===== config.mk =====
export PLATFORM = sky130hd
export DESIGN_NAME = if_redirect_ctrl
export DESIGN_NICKNAME = d
export VERILOG_FILES = /design/src/rtl/if_redirect_ctrl.sv
export SDC_FILE = /design/constraint.sdc
export NUM_CORES = 1
export LEC_CHECK = 0
export CAP_MARGIN = 20
export CORE_ASPECT_RATIO = 2
export CORE_MARGIN = 2
export CORE_UTILIZATION = 45
export DETAILED_ROUTE_END_ITERATION = 10
export HOLD_SLACK_MARGIN = 0.06
export PLACE_DENSITY_LB_ADDON = 0.15
export RECOVER_POWER = 50
export SLEW_MARGIN = 20
export SYNTH_ARGS = -nofsm -noshare
export SYNTH_HDL_FRONTEND = slang
export SYNTH_SLANG_ARGS = --single-unit

===== constraint.sdc =====
create_clock -name clk -period 1.9 [get_ports clk]
set_input_delay 0.38 -clock clk [delete_from_list [all_inputs] [get_ports clk]]
set_output_delay 0.38 -clock clk [all_outputs]
set_load 0.01 [all_outputs]

===== src/rtl/if_redirect_ctrl.sv =====
// Fetch-side PC owner for the LC-3b pipeline: issues instruction reads, applies
// EX-stage redirects, squashes younger stages and drops wrong-path fetch data.
module if_redirect_ctrl #(
  parameter logic [15:0] RESET_PC = 16'h0000,
  parameter int          CNT_W    = 16
) (
  input  logic             clk,
  input  logic             rst_n,
  input  logic             branch_enable,
  input  logic [15:0]      br_addr,
  input  logic [1:0]       pcmux_sel,
  input  logic             stall,
  input  logic             imem_resp,
  input  logic [15:0]      imem_rdata,
  output logic             imem_read,
  output logic [15:0]      imem_address,
  output logic             if_valid,
  output logic [15:0]      if_pc,
  output logic [15:0]      if_instr,
  output logic             flush_if_id,
  output logic             flush_id_ex,
  output logic             redirect_err,
  output logic [CNT_W-1:0] redirect_count
);

  typedef enum logic [1:0] {
    ST_FETCH = 2'd0,
    ST_HOLD  = 2'd1,
    ST_DRAIN = 2'd2
  } state_e;

  state_e             state_q, state_d;
  logic [15:0]        pc_q, pc_d;
  logic [15:0]        pending_pc_q, pending_pc_d;
  logic [15:0]        buf_pc_q, buf_pc_d;
  logic [15:0]        buf_instr_q, buf_instr_d;
  logic               redirect_err_q, redirect_err_d;
  logic [CNT_W-1:0]   redirect_count_q, redirect_count_d;

  logic               redirect_acc;
  logic               redirect_bad;
  logic [15:0]        target;
  logic               read_raw;
  logic               valid_raw;

  always_comb begin
    redirect_acc = branch_enable && ((pcmux_sel == 2'b01) || (pcmux_sel == 2'b10));
    redirect_bad = branch_enable && ((pcmux_sel == 2'b00) || (pcmux_sel == 2'b11));
    target       = {br_addr[15:1], 1'b0};
  end

  always_comb begin
    state_d          = state_q;
    pc_d             = pc_q;
    pending_pc_d     = pending_pc_q;
    buf_pc_d         = buf_pc_q;
    buf_instr_d      = buf_instr_q;
    redirect_err_d   = redirect_err_q | redirect_bad;
    redirect_count_d = redirect_count_q;
    read_raw         = 1'b0;
    valid_raw        = 1'b0;
    if_pc            = pc_q;
    if_instr         = imem_rdata;

    if (redirect_acc && !(&redirect_count_q)) begin
      redirect_count_d = redirect_count_q + CNT_W'(1);
    end

    unique case (state_q)
      ST_FETCH: begin
        read_raw = 1'b1;
        if (redirect_acc) begin
          // A response landing with the redirect is wrong-path; nothing is left in flight.
          if (imem_resp) begin
            pc_d = target;
          end else begin
            pending_pc_d = target;
            state_d      = ST_DRAIN;
          end
        end else if (imem_resp) begin
          pc_d = pc_q + 16'd2;
          if (stall) begin
            buf_pc_d    = pc_q;
            buf_instr_d = imem_rdata;
            state_d     = ST_HOLD;
          end else begin
            valid_raw = 1'b1;
          end
        end
      end

      ST_HOLD: begin
        if_pc    = buf_pc_q;
        if_instr = buf_instr_q;
        if (redirect_acc) begin
          pc_d    = target;
          state_d = ST_FETCH;
        end else begin
          valid_raw = 1'b1;
          if (!stall) begin
            state_d = ST_FETCH;
          end
        end
      end

      ST_DRAIN: begin
        // Keep the original request stable until memory answers, then discard it.
        read_raw = 1'b1;
        if (imem_resp) begin
          pc_d    = redirect_acc ? target : pending_pc_q;
          state_d = ST_FETCH;
        end else if (redirect_acc) begin
          pending_pc_d = target;
        end
      end

      default: begin
        state_d = ST_FETCH;
      end
    endcase
  end

  always_ff @(posedge clk or negedge rst_n) begin
    if (!rst_n) begin
      state_q          <= ST_FETCH;
      pc_q             <= RESET_PC;
      pending_pc_q     <= RESET_PC;
      buf_pc_q         <= 16'h0000;
      buf_instr_q      <= 16'h0000;
      redirect_err_q   <= 1'b0;
      redirect_count_q <= '0;
    end else begin
      state_q          <= state_d;
      pc_q             <= pc_d;
      pending_pc_q     <= pending_pc_d;
      buf_pc_q         <= buf_pc_d;
      buf_instr_q      <= buf_instr_d;
      redirect_err_q   <= redirect_err_d;
      redirect_count_q <= redirect_count_d;
    end
  end

  always_comb begin
    imem_read      = rst_n & read_raw;
    imem_address   = pc_q;
    if_valid       = rst_n & valid_raw;
    flush_if_id    = rst_n & redirect_acc;
    flush_id_ex    = rst_n & redirect_acc;
    redirect_err   = redirect_err_q;
    redirect_count = redirect_count_q;
  end

endmodule


==> metrics.txt, run 1 <==
CP max FO 6; Mapped Area 4640 um2; Final period util 1.16; max-cap violations 0; Worst-path clk slew 0.06 ns; CTS tree done; cell row count 52; synthesis-stage register bit count 83; final worst clock skew 0.00851 ns; vias in the first global route 4597; Post-Layout Cell Count 766; layout cell share with drive strength beyond 1 0.450; setup_tns -11.61 ns; RSZ-0062 raised after global routing yes; Syn Inst Count 431; Top FF cell, synth dfrtp_1; worst slew pin tran 0.966 ns; Final ANT Viol Nets 0; Critical Path, Cell by Cell inv_2 > ha_4 > buf_12 > buf_8 > buf_12 > mux2_4 > buf_6; Synth async-reset ratio 1.00; Setup crit end kind output pin; H-tree levels 3; cell repeated most along the worst path buf_12; vias after detailed routing 4523; post-synth cell types 55; TritonRoute pass-1 iters 8; routability cong. 0.850; DR iter-0 viols 463; Slowest-stage cell, CP dfrtp_1; Wirelength per Cell 20.6 um; Nets 671; synth-to-layout area growth 64.9%; reg2reg setup slack -0.28 ns; die span in x 75.8 um; Root Buffer Master clkbuf_16; worst skew pair latency 0.35 ns; status finished, violations left; Final Max Tran Viols 0; final setup vio count 82; hold slack 0.469 ns; post-route cell area 7650 um2; failing checks setup timing; clock tree buffer depth 2; VDD IR max 0.000950 V; worst hold path type reg -> reg; Final Hold Viols 0; first-pass GRT wire length 23100 um; gr usage total 0.272; DP Area 6310 um2; grt total ovfl 0; Period minus WS final 2.21 ns; Ant. Diodes 0; PortBufs 106; I/O pin count 108; Die Y-Extent 148 um; Seq/Total Area, Yosys 0.448; Placed Cells 711; total CTS buffers 9; DR vias/cell 5.90; Worst EP required 1.52 ns; Pleak 3.30 nW; DIE AREA 11200 um2; Power Density 1520 nW/um2; core footprint 10100 um2; Initial Util 0.460; Yosys warnings 0; CP arrival 1.83 ns; Syn Area/Cell 10.8 um2; Sink Count 83; antenna violations before repair 0; residual DRC count 0; final wirelength 15800 um; fmax 452 MHz; post-synthesis net count 476; detailed placer's ending HPWL 9250 um; Startpoint Class register; Slew headroom 0.356; pin count of the biggest net entering global routing 68; EDFF count, synth 0; CP Class reg -> out; pre-CTS WS -0.492 ns; max incr delay on CP 0.41 ns; fin worst setup slack -0.313 ns
## what timing repair did
item | 4_1_cts | 5_1_grt
pin swaps | 13 | 26
setup endpoints to repair | 69 | 99
hold buffers | 1 | 0
setup buffers | 30 | 11
gates resized for setup | 249 | 78
hold endpoints to repair | 16 | 0
cloned | 6 | 1
## path summary, 6_finish.rpt
| kind | end | cells after the start | start |
|---|---|---|---|
| max reg2reg | imem_address[5] | 10 | state_q[0] |
| max in group asynchronous | state_q[0] | 3 | rst_n |
| min reg2reg | redirect_err | 1 | redirect_err |
| min | redirect_err | 1 | redirect_err |
| max | if_instr[9] | 7 | state_q[1] |
| min in group asynchronous | redirect_count[2] | 2 | rst_n |
## layout make-up
type	count	area [um2]
Multi-Input combinational cell	311	2840
Fill cell	657	2440
Timing Repair Buffer	212	2170
Sequential cell	83	2080
Clock buffer	11	243
Tap cell	135	169
Clock inverter	5	100
Inverter	9	42.5
## routing by layer
layer / track usage / share of wire / vias up
met4: 0.132 / 0.039 / 0
met3: 0.0498 / 0.058 / 62
met1: 0.311 / 0.35 / 2231
li1: - / - / 1985
met5: 0 / 0 / -
met2: 0.466 / 0.55 / 245
## registers in the layout, indices dropped and copies added, names as in the netlist
name / flops
buf_instr_q: 16
buf_pc_q: 16
imem_address: 16
pending_pc_q: 16
redirect_count: 16
state_q: 2
redirect_err: 1
## kinds of logic (layout without fill, tap and decap cells)
family,count (synthesis),count (layout),synth area share
buffers and inverters,37,237,0.0375
adder cells (fa/ha/maj),6,6,0.0162
AND/OR/NAND/NOR,125,125,0.143
flip-flops,83,83,0.448
AO/OA/AOI/OAI,77,77,0.117
XOR/XNOR,25,25,0.0488
multiplexers,78,78,0.189
## placed cells by master, fill, tap and decap left out, types with 4 or more instances in the layout
cell type / synthesis / final
dfrtp_1: 83 / 81
clkdlybuf4s50_1: 0 / 66
buf_4: 1 / 65
mux2_4: 0 / 52
buf_6: 2 / 48
nand2_1: 30 / 27
mux2_2: 74 / 26
nand3_1: 26 / 26
nor2_1: 25 / 23
xnor2_1: 18 / 18
nand4_1: 14 / 14
buf_12: 0 / 13
clkbuf_16: 0 / 10
o211ai_1: 7 / 7
and3_1: 7 / 6
xor2_1: 6 / 6
inv_1: 8 / 5
o21ai_2: 0 / 5
a211o_1: 5 / 5
a21oi_2: 0 / 5
a31oi_1: 7 / 5
a32oi_1: 5 / 5
o21ai_0: 12 / 5
nand2_4: 1 / 4
nor3_1: 4 / 4
clkbuf_1: 9 / 4
dlygate4sd2_1: 0 / 4
buf_2: 12 / 4
## per-stage QoR
stage,total power [mW],utilization
6_report,11.7,0.758
5_1_grt,12.2,0.758
4_1_cts,10.9,0.734
3_5_place_dp,7.69,0.626
3_3_place_gp,7.55,0.626
2_1_floorplan,5.46,-
## synthesized netlist by cell type (5+ instances only)
cell	count	area, um2
a211o_1	5	43.8
a21oi_1	11	55.1
a31oi_1	7	43.8
a32oi_1	5	43.8
and3_1	7	43.8
buf_2	12	60.1
clkbuf_1	9	33.8
dfrtp_1	83	2080
ha_1	6	75.1
inv_1	8	30.0
mux2_2	74	833
nand2_1	30	113
nand3_1	26	130
nand4_1	14	87.6
nor2_1	25	93.8
o211ai_1	7	52.6
o21ai_0	12	60.1
xnor2_1	18	158
xor2_1	6	52.6
## power breakdown
part	leakage, nW	switching, mW	internal, mW
clock network	0.169	0.719	1.32
logic	2.11	2.68	3.75
registers	1.02	0.701	2.49
total	3.30	4.10	7.56
## worst max-delay path, delay by kind of cell (launching register included)
| kind | cells | cell delay, ns |
|---|---|---|
| adder cells (fa/ha/maj) | 1 | 0.20 |
| buffers and inverters | 5 | 0.57 |
| flip-flops | 1 | 0.41 |
| multiplexers | 1 | 0.30 |
Note: power is estimated with default switching activity, not from simulation.
==> inputs of run 2 (changes only) <==
Settings changed: CTS_CLUSTER_SIZE set to 24.
Clock period 1.9 ns to 2 ns, I/O delays scaled along.
==> metrics.txt, run 2 (same netlist as run 1, synthesis figures left out) <==
Initial Util 0.460; Startpoint Class register; Die Y-Extent 148 um; Final period util 1.07; worst slew pin tran 1.37 ns; CTS tree done; Setup crit end kind output pin; DR iter-0 viols 383; Wirelength per Cell 18.1 um; grt peak-use layer met2; first-pass GRT wire length 21300 um; Power Density 1390 nW/um2; DR vias/cell 5.62; failing checks setup timing; vias after detailed routing 4151; CP Class reg -> out; DP Area 6240 um2; final wirelength 13400 um; status finished, violations left; commonest non-fill, non-tap cell in the layout dfrtp_1; DIE AREA 11200 um2; I/O pin count 108; PortBufs 106; fin worst setup slack -0.141 ns; Final Hold Viols 0; H-tree levels 3; vias in the first global route 4248; Slew headroom 0.0892; CP max FO 7; residual DRC count 0; gr usage total 0.248; Nets 643; max-cap violations 0; total CTS buffers 9; Sink Count 83; met3 Use GR 0.0498; Final Max Tran Viols 0; Worst-path clk slew 0.06 ns; Root Buffer Master clkbuf_16; layout cell share with drive strength beyond 1 0.375; Worst EP required 1.60 ns; routability cong. 0.796; detailed placer's ending HPWL 9130 um; Final ANT Viol Nets 0; Pleak 2.94 nW; die span in x 75.8 um; worst hold path type in -> async; worst skew pair latency 0.34 ns; core footprint 10100 um2; cell row count 52; VDD IR max 0.000864 V; clock tree buffer depth 2; final worst clock skew 0.00727 ns; synth-to-layout area growth 50.8%; fmax 467 MHz; Ant. Diodes 0; GR met1 Demand/Resource 0.294; antenna violations before repair 0; pre-CTS WS -0.409 ns; final setup vio count 52; RSZ-0062 raised after global routing yes; most frequent cells in the layout dfrtp_1, clkdlybuf4s50_1, buf_4; CP arrival 1.74 ns; met2 Use GR 0.431; pin count of the biggest net entering global routing 52; grt total ovfl 0; post-route cell area 6990 um2; Period minus WS final 2.14 ns; TritonRoute pass-1 iters 4
==> run 2: power by group <==
group / leakage (nW) / total (mW) / internal (mW) / switching [mW]
logic: 1.78 / 5.06 / 2.94 / 2.12
clock network: 0.139 / 1.69 / 1.00 / 0.691
registers: 1.02 / 2.98 / 2.36 / 0.619
total: 2.94 / 9.74 / 6.31 / 3.43
==> run 2: layer usage <==
layer	routed length [um]	part of all wire	vias to the layer above
met5	0	0	-
met4	227	0.017	0
met3	579	0.043	20
met2	7410	0.55	137
met1	5140	0.38	2068
li1	-	-	1926
==> run 2: cell type report <==
| class | instances | area [um2] |
|---|---|---|
| tap | 135 | 169 |
| sequential | 83 | 2080 |
| clock inverter | 4 | 50.0 |
| multi-input combinational | 311 | 2630 |
| timing repair buffer | 184 | 1780 |
| inverter | 9 | 36.3 |
| fill | 778 | 3090 |
| clock buffer | 12 | 246 |
==> run 2: worst max-delay path, cell delays in order (launching register included) <==
cell	delay (ns)
dfrtp_1	0.37
inv_2	0.06
ha_4	0.18
buf_12	0.13
buf_4	0.13
buf_6	0.12
mux2_4	0.29
buf_6	0.12
==> run 2: timing repair <==
action / in CTS / in global routing
setup endpoints to repair: 51 / 48
hold endpoints to repair: 4 / 0
gates cloned: 2 / 0
setup buffers: 19 / 4
hold buffers: 1 / 0
pin swaps: 4 / 2
resized for setup: 222 / 16
==> run 2: path summary, 6_finish.rpt <==
kind | startpoint | to | slack (ns) | cells past startpoint
min | rst_n | buf_instr_q[7] | 0.45 | 2
min in group clk | redirect_err | redirect_err | 0.48 | 1
max in group asynchronous | rst_n | buf_pc_q[0] | 0.36 | 2
max reg2reg | state_q[0] | pending_pc_q[13] | -0.05 | 8
max | state_q[1] | if_pc[6] | -0.14 | 7
min reg2reg | redirect_err | redirect_err | 0.48 | 1
==> run 2: metrics by stage <==
stage / setup TNS [ns] / std cells / power, mW / utilization / hold slack [ns]
after CTS: -2.79 / 738 / 9.69 / 0.695 / 0.0772
after global placement: -23.96 / 700 / 7.11 / 0.618 / 0.242
after detailed placement: -27.70 / 700 / 7.25 / 0.618 / 0.242
after floorplan: -0.141 / 431 / 5.18 / - / 0.104
final: -2.60 / 738 / 9.74 / 0.693 / 0.453
after global routing: -7.49 / 738 / 10.3 / 0.693 / 0.507
